[config.mk]
export PLATFORM = sky130hd
export DESIGN_NAME = lane_judge_scorer
export DESIGN_NICKNAME = d
export VERILOG_FILES = /design/src/rtl/lane_judge_scorer.sv
export SDC_FILE = /design/constraint.sdc
export NUM_CORES = 1
export LEC_CHECK = 0
export BUFFER_PORTS_ARGS = -buffer_cell sky130_fd_sc_hd__buf_2
export CORE_ASPECT_RATIO = 2
export CORE_UTILIZATION = 50
export DETAILED_ROUTE_END_ITERATION = 6
export PLACE_DENSITY = 0.79
export SLEW_MARGIN = 0
export SYNTH_ARGS = -nofsm -noshare
export SYNTH_HDL_FRONTEND = slang
export SYNTH_SLANG_ARGS = --single-unit
[constraint.sdc]
create_clock -name clk -period 4.8 [get_ports clk]
set_input_delay 0.72 -clock clk [delete_from_list [all_inputs] [get_ports clk]]
set_output_delay 0.72 -clock clk [all_outputs]
set_load 0.1 [all_outputs]
[src/rtl/lane_judge_scorer.sv]
// Falling-note lane field with per-lane PERFECT/GOOD/MISS judging, score, combo and max combo.
// Optional `COMBO_BONUS_EN: doubles the points of a cycle while the pre-update combo is 10 or more.
module lane_judge_scorer #(
  parameter int NUM_LANES   = 4,
  parameter int ROWS        = 16,
  parameter int HIT_WIN     = 3,
  parameter int PTS_PERFECT = 2,
  parameter int PTS_GOOD    = 1,
  parameter int SCORE_W     = 32,
  parameter int COMBO_W     = 16
) (
  input  logic                      clk,
  input  logic                      rst_n,
  input  logic                      tick,
  input  logic                      pause,
  input  logic [NUM_LANES-1:0]      spawn,
  input  logic [NUM_LANES-1:0]      hit_key,
  output logic [NUM_LANES*ROWS-1:0] frame,
  output logic [SCORE_W-1:0]        score,
  output logic [COMBO_W-1:0]        combo,
  output logic [COMBO_W-1:0]        max_combo,
  output logic [NUM_LANES-1:0]      perfect_pulse,
  output logic [NUM_LANES-1:0]      good_pulse,
  output logic [NUM_LANES-1:0]      miss_pulse
);

  localparam int PTS_MAX = (PTS_PERFECT > PTS_GOOD) ? PTS_PERFECT : PTS_GOOD;
`ifdef COMBO_BONUS_EN
  localparam int BONUS_MUL = 2;
`else
  localparam int BONUS_MUL = 1;
`endif
  localparam int PTS_W   = $clog2(NUM_LANES * PTS_MAX * BONUS_MUL + 1);
  localparam int CNT_W   = $clog2(NUM_LANES + 1);
  localparam int SSUM_W  = SCORE_W + 1;
  localparam int CSUM_W  = COMBO_W + 1;

  // Packed lane-major field: bit lane*ROWS+row maps straight onto frame.
  logic [NUM_LANES-1:0][ROWS-1:0] field_q, field_d;
  logic [NUM_LANES-1:0]           key_prev_q;
  logic [NUM_LANES-1:0]           press, tick_v;
  logic [NUM_LANES-1:0]           perfect_d, good_d, miss_d;
  logic [NUM_LANES-1:0]           perfect_q, good_q, miss_q;
  logic [PTS_W-1:0]               pts_add;
  logic [CNT_W-1:0]               hit_cnt;
  logic [SSUM_W-1:0]              score_sum;
  logic [CSUM_W-1:0]              combo_sum;
  logic [SCORE_W-1:0]             score_q, score_d;
  logic [COMBO_W-1:0]             combo_q, combo_d;
  logic [COMBO_W-1:0]             max_q, max_d;

  // Pause swallows presses and ticks, which also forces all pulses and point adds to zero.
  assign press  = hit_key & ~key_prev_q & {NUM_LANES{~pause}};
  assign tick_v = {NUM_LANES{tick & ~pause}};

  always_comb begin
    // NOTE: every variable gets a default before any conditional write so no latch is inferred.
    field_d   = field_q;
    perfect_d = '0;
    good_d    = '0;
    miss_d    = '0;
    for (int l = 0; l < NUM_LANES; l++) begin
      // Judge on the pre-shift field, lowest occupied zone row wins.
      if (press[l]) begin
        for (int k = 0; k < HIT_WIN; k++) begin
          if (!(perfect_d[l] || good_d[l]) && field_d[l][ROWS-1-k]) begin
            field_d[l][ROWS-1-k] = 1'b0;
            if (k == 0) perfect_d[l] = 1'b1;
            else        good_d[l]    = 1'b1;
          end
        end
      end
      if (tick_v[l]) begin
        miss_d[l]  = field_d[l][ROWS-1];
        field_d[l] = {field_d[l][ROWS-2:0], spawn[l]};
      end
    end
  end

  always_comb begin
    pts_add = '0;
    hit_cnt = '0;
    for (int l = 0; l < NUM_LANES; l++) begin
      if (perfect_d[l]) pts_add = pts_add + PTS_W'(PTS_PERFECT);
      if (good_d[l])    pts_add = pts_add + PTS_W'(PTS_GOOD);
      hit_cnt = hit_cnt + CNT_W'(perfect_d[l] | good_d[l]);
    end
`ifdef COMBO_BONUS_EN
    if (combo_q >= COMBO_W'(10)) pts_add = pts_add << 1;
`endif
    score_sum = {1'b0, score_q} + SSUM_W'(pts_add);
    score_d   = score_sum[SCORE_W] ? '1 : score_sum[SCORE_W-1:0];

    combo_sum = {1'b0, combo_q} + CSUM_W'(hit_cnt);
    if (|miss_d)                combo_d = '0;
    else if (combo_sum[COMBO_W]) combo_d = '1;
    else                        combo_d = combo_sum[COMBO_W-1:0];

    max_d = (combo_d > max_q) ? combo_d : max_q;
  end

  // key_prev resets to all ones so a key held through reset never registers as a press.
  always_ff @(posedge clk or negedge rst_n) begin
    if (!rst_n) begin
      field_q    <= '0;
      key_prev_q <= '1;
      score_q    <= '0;
      combo_q    <= '0;
      max_q      <= '0;
      perfect_q  <= '0;
      good_q     <= '0;
      miss_q     <= '0;
    end else begin
      // NOTE: sequential state uses non-blocking assignments so all registers update from pre-edge values.
      field_q    <= field_d;
      key_prev_q <= hit_key;
      score_q    <= score_d;
      combo_q    <= combo_d;
      max_q      <= max_d;
      perfect_q  <= perfect_d;
      good_q     <= good_d;
      miss_q     <= miss_d;
    end
  end

  assign frame         = field_q;
  assign score         = score_q;
  assign combo         = combo_q;
  assign max_combo     = max_q;
  assign perfect_pulse = perfect_q;
  assign good_pulse    = good_q;
  assign miss_pulse    = miss_q;

endmodule
==> results of run 1 <==
[power by group through the flow]
| stage | clock network, W | logic (W) | registers, W |
|---|---|---|---|
| finish | 0.00131 | 0.00203 | 0.00149 |
| global route | 0.00137 | 0.00211 | 0.00151 |
| CTS | 0.00133 | 0.00191 | 0.00148 |
| detailed placement | 0 | 0.00190 | 0.00150 |
| global placement | 0 | 0.00187 | 0.00150 |
| floorplan | 0 | 0.000523 | 0.00248 |
[worst min path at each step]
stage | start | endpoint | slack [ns] | depth (start not counted)
5_1_grt | hit_key[2] | key_prev_q[2] | 0.40 | 1
2_1_floorplan | rst_n | combo[0] | 0.42 | 0
3_3_place_gp | frame[6] | frame[7] | 0.47 | 2
6_report | rst_n | frame[38] | 0.36 | 1
3_5_place_dp | frame[21] | frame[22] | 0.48 | 2
4_1_cts | rst_n | frame[15] | 0.37 | 1
[sequential cells by signal, indices dropped and copies added, names as in the netlist]
name / cells
frame: 64
good_pulse: 4
max_combo: 16
score: 32
combo: 16
perfect_pulse: 4
key_prev_q: 4
miss_pulse: 4
[cell type report]
class / count / area, um2
fillers: 1084 / 4460
inverters: 37 / 149
repair buffers: 227 / 1380
well taps: 189 / 236
clock inverters: 9 / 109
clock buffers: 23 / 478
multi-input cells: 513 / 3540
flip-flops and latches: 144 / 3610
[cell families after synthesis]
| logic type | count (synthesis) | share of synthesized area [%] |
|---|---|---|
| adder cells (fa/ha/maj) | 31 | 5.95 |
| AO/OA/AOI/OAI | 93 | 9.80 |
| flip-flops | 144 | 50.4 |
| multiplexers | 23 | 3.73 |
| AND/OR/NAND/NOR | 330 | 21.4 |
| XOR/XNOR | 36 | 4.72 |
| buffers and inverters | 63 | 3.97 |
[synth_stat cells, drive strengths merged, types with 19 or more instances]
library cell  number
and3              22
nand2            219
clkbuf            19
mux2              19
ha                26
a21oi             30
inv               35
nor2              26
o21ai             30
dfrtp            140
[cell usage in the layout, fill, tap and decap left out, types with 15 or more instances in the layout]
cell type | Yosys | final
and3_1 | 22 | 20
o21ai_0 | 27 | 27
nand2_1 | 218 | 217
xor2_1 | 17 | 15
dfrtp_1 | 140 | 138
mux2_4 | 0 | 16
buf_4 | 1 | 72
nand3_1 | 18 | 16
inv_1 | 35 | 34
a21oi_1 | 20 | 17
clkbuf_16 | 0 | 18
nor2_1 | 23 | 18
buf_2 | 2 | 149
xnor2_1 | 16 | 15
ha_1 | 26 | 24
[stage by stage]
step	instance area [um2]	util, %	instances	setup WS [ns]	total power (W)
detailed placement	8700	62.3	1102	-0.433	0.00341
finish	9510	68.1	1142	0.119	0.00482
global route	9510	68.1	1142	-0.0976	0.00499
CTS	9300	66.6	1134	0.0202	0.00472
global placement	8700	62.3	1102	-0.264	0.00337
floorplan	7350	-	720	-0.363	0.00301
[timing repair]
action                     4_1_cts  5_1_grt
hold buffers                     0        0
setup endpoints to repair       11       46
gates cloned                     0        1
resized for setup                1       26
pin swaps                        0        9
buffers inserted                 0        7
[metal layers]
metal	vias up	share of wire, %	wire (um)	global-route usage (%)
met5	-	0	0	0
met4	0	3.9	709	12.7
met3	51	3.3	593	4.29
met2	189	55	9890	46.2
met1	2964	38	6760	26.3
li1	2829	-	-	-
==> impl_results.md, run 1 <==
- Outcome: complete, no violations
- Slowest Stage Delay on Critical Path: 0.46 ns
- # port buffers: 151
- Combinational Power Share: 42.1%
- Maximum vdd drop: 405 uV
- Critical path launch point: pause
- Die footprint: 0.0148 mm2
- Pint: 0.00270 W
- Final wirelength: 18.0 mm
- Worst Path Buf+Inv: 3
- Crit path depth: 22
- Number of H-tree levels: 4
- DP Wirelength: 12.7 mm
- Initial antenna violation count: 0
- Die H: 171 um
- Clk network pwr share: 27.1%
- Fin. max-slew vios: 0
- Pleak: 5.14 nW
- Clock root buffer: clkbuf_16
- Max-cap viol count: 0
- Antenna cells: 0
- Syn nets: 763
- Fin nets: 983
- RSZ-0062 raised after global routing: yes
- Initial DRT Pass Iterations: 5
- Tmin final: 4.68 ns
- Core ar.: 0.0140 mm2
- CTS tree: yes
- CP startpoint kind: input port
- CP endpoint kind: flip-flop
- Worst-path cell chain: buf_8, nor4b_4, o21a_4, nor2_2, fa_1, fa_2, inv_2, fa_2, nand3_4, nor2_4, nand4_1, mux2i_2, nor2_4, ha_4, a21o_1, a221oi_4, o22ai_1, nor2_1, o211ai_1, nand2_2, clkbuf_16, mux2_4
- Row count: 61
- Clock-pin slew on the worst setup and hold paths: 0.06 ns
- Top_reg_cell synth: dfrtp_1
- DRC violation total after the first TritonRoute iteration: 301
- Final ANT Viol Nets: 0
- Setup TNS: 0 ns
- Netlist cell types: 65
- Worst Max-Slew Pin Slew: 0.782 ns
- R2r startpoint: frame[15]
- Post-synth EDFFs: 0
- Switching Power: 0.00212 W
- I/O pin total: 152
- Layout Area Growth over Synthesis: 32.9%
- Synth top area cells: dfrtp_1, nand2_1, ha_1, mux2_2, xor2_1
- Crit path to: max_combo[14]
- CP required: 5.10 ns
- Sequential area share after synthesis: 50.4%
- Post-synth ARST share: 100%
- Setup Viol. Count Final: 0
- Mapped Cells: 720
- Final period util: 97.5%
- Layout cells sized above 1: 36.6%
- CTS max path bufs: 2
- Vias in the first global route: 6015
- Avg WL per Cell: 15.7 um
- Clock skew: 0.00909 ns
- Clk_lat worst skew: 0.42 ns
- Grt total ovfl: 0
- Yosys warning count: 0
- Final weighted congestion in routability-driven placement: 0.822
- Power Density: 507 mW/mm2
- Peak fanout along the critical path: 6
- Total track usage: 24.9%
- Fmax achieved: 0.214 GHz
- Crit-path slowest cell: fa_1
- Sw Share: 44.0%
- Crit path kind: in -> reg
- Final Hold Vio Count: 0
- Post-synth top area share: 49.0%
- Critical Path AT: 4.98 ns
- DR vias: 6033
- CTS Buf Count: 17
- Netlist Area Pre-Place: 0.00715 mm2
- Reg2reg path depth: 21
- Slew HR: 47.8%
- Clock Sink Count: 144
- Worst Hold Class: in -> async
- R2r setup slk: 0.12 ns
- Starting density of the core: 51.2%
- Fin Hold WS: 0.358 ns
- Area leader, netlist: dfrtp_1
- Vias per Instance: 5.28
- Die width: 86.6 um
- Largest net degree at the start of global routing: 84
- Share of power burned in registers: 30.8%
- FF-to-FF End: max_combo[14]
- Largest delay share family, worst path: adder cells
- Syn avg cell area: 9.93 um2
- First-pass GRT wire length: 28.5 mm
- DRC errors left: 0
- Flops & latches, synth: 144
(Power assumes the default switching activity.)
==> inputs of run 2 (changes only) <==
--- a/config.mk
+++ b/config.mk
@@ -7,9 +7,9 @@
 export LEC_CHECK = 0
 export BUFFER_PORTS_ARGS = -buffer_cell sky130_fd_sc_hd__buf_2
 export CORE_ASPECT_RATIO = 2
-export CORE_UTILIZATION = 50
+export CORE_UTILIZATION = 55
 export DETAILED_ROUTE_END_ITERATION = 6
-export PLACE_DENSITY = 0.79
+export PLACE_DENSITY_LB_ADDON = 0.1
 export SLEW_MARGIN = 0
 export SYNTH_ARGS = -nofsm -noshare
 export SYNTH_HDL_FRONTEND = slang
==> constraint.sdc (replaced) <==
create_clock -name clk -period 5.5 [get_ports clk]
set_input_delay 0.825 -clock clk [delete_from_list [all_inputs] [get_ports clk]]
set_output_delay 0.825 -clock clk [all_outputs]
set_load 0.1 [all_outputs]
==> impl_results.md, run 2 (synthesized netlist as in run 1, its figures left out) <==
- Fin Hold WS: 0.495 ns (+0.137 ns)
- Tmin final: 5.28 ns
- Post-CTS setup buffer count: 0 (unchanged)
- Starting density of the core: 56.6% (+5.4 points)
- Switching Power: 0.00182 W (-14%)
- Worst Max-Slew Pin Slew: 0.949 ns (+0.167 ns)
- Most common cell after layout, fill and taps aside: nand2_1
- Sw Share: 44.8% (+0.72 points)
- Clock Sink Count: 144 (unchanged)
- Fin. max-slew vios: 0 (unchanged)
- CTS Buf Count: 17 (unchanged)
- Share of power burned in registers: 31.7% (+0.9 points)
- Peak fanout along the critical path: 8 (+2)
- Row count: 58 (-4.9%)
- Final weighted congestion in routability-driven placement: 0.828 (+0.74%)
- Setup Viol. Count Final: 0 (unchanged)
- Clock-pin slew on the worst setup and hold paths: 0.06 ns (about the same)
- Final wirelength: 16.5 mm (-8.1%)
- DRC errors left: 0 (unchanged)
- Vias in the first global route: 5783 (-3.9%)
- Initial antenna violation count: 0 (unchanged)
- Avg WL per Cell: 15.7 um (-0.12%)
- Largest net degree at the start of global routing: 98 (+17%)
- DR vias: 5745 (-4.8%)
- Fmax achieved: 0.190 GHz
- Grt total ovfl: 0 (unchanged)
- Clock skew: 0.0112 ns (+0.00211 ns)
- Core ar.: 0.0126 mm2 (-9.6%)
- Total track usage: 26.2% (+1.3 points)
- CTS max path bufs: 2 (unchanged)
- Maximum vdd drop: 433 uV (+7.1%)
- Initial DRT Pass Iterations: 4 (-1)
- Clock root buffer: clkbuf_16
- CP required: 5.80 ns (+0.70 ns)
- CP startpoint kind: input port
- # port buffers: 151 (unchanged)
- I/O pin total: 152 (unchanged)
- Critical Path AT: 5.57 ns (+0.59 ns)
- Die H: 163 um (-4.6%)
- Final period util: 95.9%
- Layout Area Growth over Synthesis: 23.2%
- First-pass GRT wire length: 26.7 mm (-6.1%)
- Pleak: 4.80 nW (-6.6%)
- Fin nets: 931 (-5.3%)
- Die width: 82.6 um (-4.5%)
- Vias per Instance: 5.47 (+3.5%)
- Die footprint: 0.0135 mm2 (-8.9%)
- Commonest non-fill, non-tap cells in the layout: nand2_1, buf_2, dfrtp_1
- CP endpoint kind: flip-flop
- RSZ-0062 raised after global routing: no
- Clk network pwr share: 28.1% (+1.0 points)
- Pint: 0.00225 W (-17%)
- Layout cells sized above 1: 29.9% (-6.8 points)
- CTS tree: yes
- Final Core Density: 69.8% (+1.7 points)
- Max-cap viol count: 0 (unchanged)
- Combinational Power Share: 40.1% (-2.0 points)
- Outcome: complete, no violations
- Max reg flops: 64 (unchanged)
- Slew HR: 36.7% (-11 points)
- Final ANT Viol Nets: 0 (unchanged)
- Worst Hold Class: reg -> reg
- DP Wirelength: 12.2 mm (-4.2%)
- Final Power: 0.00407 W (-16%)
- Final Hold Vio Count: 0 (unchanged)
- Antenna cells: 0 (unchanged)
- Power Density: 462 mW/mm2 (-8.8%)
- Crit path kind: in -> reg
- Number of H-tree levels: 4 (unchanged)
- Clk_lat worst skew: 0.41 ns (about the same)
- DRC violation total after the first TritonRoute iteration: 224 (-26%)
[run 2: cell count changes in the layout (fill, tap and decap cells not counted), sizes merged]
| cell | before | now |
|---|---|---|
| clkinvlp | 4 | 2 |
| clkbuf | 24 | 19 |
| clkinv | 5 | 8 |
| inv | 35 | 38 |
| buf | 226 | 175 |
[run 2: layout make-up]
cell class                      count  area (um2)
Clock buffer                       19         443
Clock inverter                     13         154
Fill cell                        1019        3820
Inverter                           37         149
Multi-Input combinational cell    513        3300
Sequential cell                   144        3610
Tap cell                          150         188
Timing Repair Buffer              175         967
[run 2: power groups by stage]
stage	sequential (W)	combinational, W	clock [W]
2_1_floorplan	0.00217	0.000410	0
6_report	0.00129	0.00163	0.00115
3_3_place_gp	0.00130	0.00160	0
4_1_cts	0.00129	0.00164	0.00117
3_5_place_dp	0.00131	0.00163	0
5_1_grt	0.00131	0.00170	0.00121
[run 2: per-stage QoR]
step / setup TNS (ns) / setup WS (ns) / instance area (um2) / cells
final: 0 / 0.223 / 8810 / 1051
after global routing: 0 / 0.0458 / 8810 / 1051
after global placement: -1.30 / -0.0843 / 8190 / 1019
after detailed placement: -3.73 / -0.238 / 8190 / 1019
after floorplan: 0 / 0.0167 / 7170 / 720
after CTS: 0 / 0.125 / 8790 / 1051
[run 2: worst paths after layout]
kind / depth (start not counted) / slack (ns) / to / start
max: 24 / 0.22 / max_combo[7] / pause
min: 2 / 0.49 / frame[3] / frame[2]
max reg2reg: 23 / 0.37 / max_combo[7] / key_prev_q[2]
min reg2reg: 2 / 0.49 / frame[3] / frame[2]
max in group asynchronous: 2 / 3.84 / frame[18] / rst_n
min in group asynchronous: 1 / 0.51 / combo[6] / rst_n
[run 2: worst max-delay path, stage by stage]
cell and delay [ns]:
buf_2 0.17, nor3b_4 0.24, buf_4 0.18, nand2_4 0.07, clkinv_4 0.09, nor2_1 0.06, fa_1 0.46, fa_1 0.46
inv_1 0.08, fa_1 0.21, nand3_1 0.13, nor2_2 0.16, nand4_1 0.15, mux2i_2 0.26, nor2_4 0.06, ha_1 0.33
a21o_1 0.16, a221oi_1 0.36, o22ai_1 0.15, nor2_2 0.17, o211ai_1 0.15, nand2_2 0.16, buf_12 0.14, mux2_2 0.34
[run 2: timing repair]
action | CTS | global route
hold buffers | 0 | 0
setup endpoints to repair | 0 | 16
endpoints found under the hold margin | 0 | 0
gates resized for setup | 0 | 4
[run 2: routing by layer]
layer / up-vias / wire, um / GRT usage, %
li1: 2731 / - / -
met1: 2821 / 5990 / 26.9
met2: 157 / 9420 / 48.9
met3: 36 / 600 / 5.31
met4: 0 / 504 / 11.1
met5: - / 0 / 0
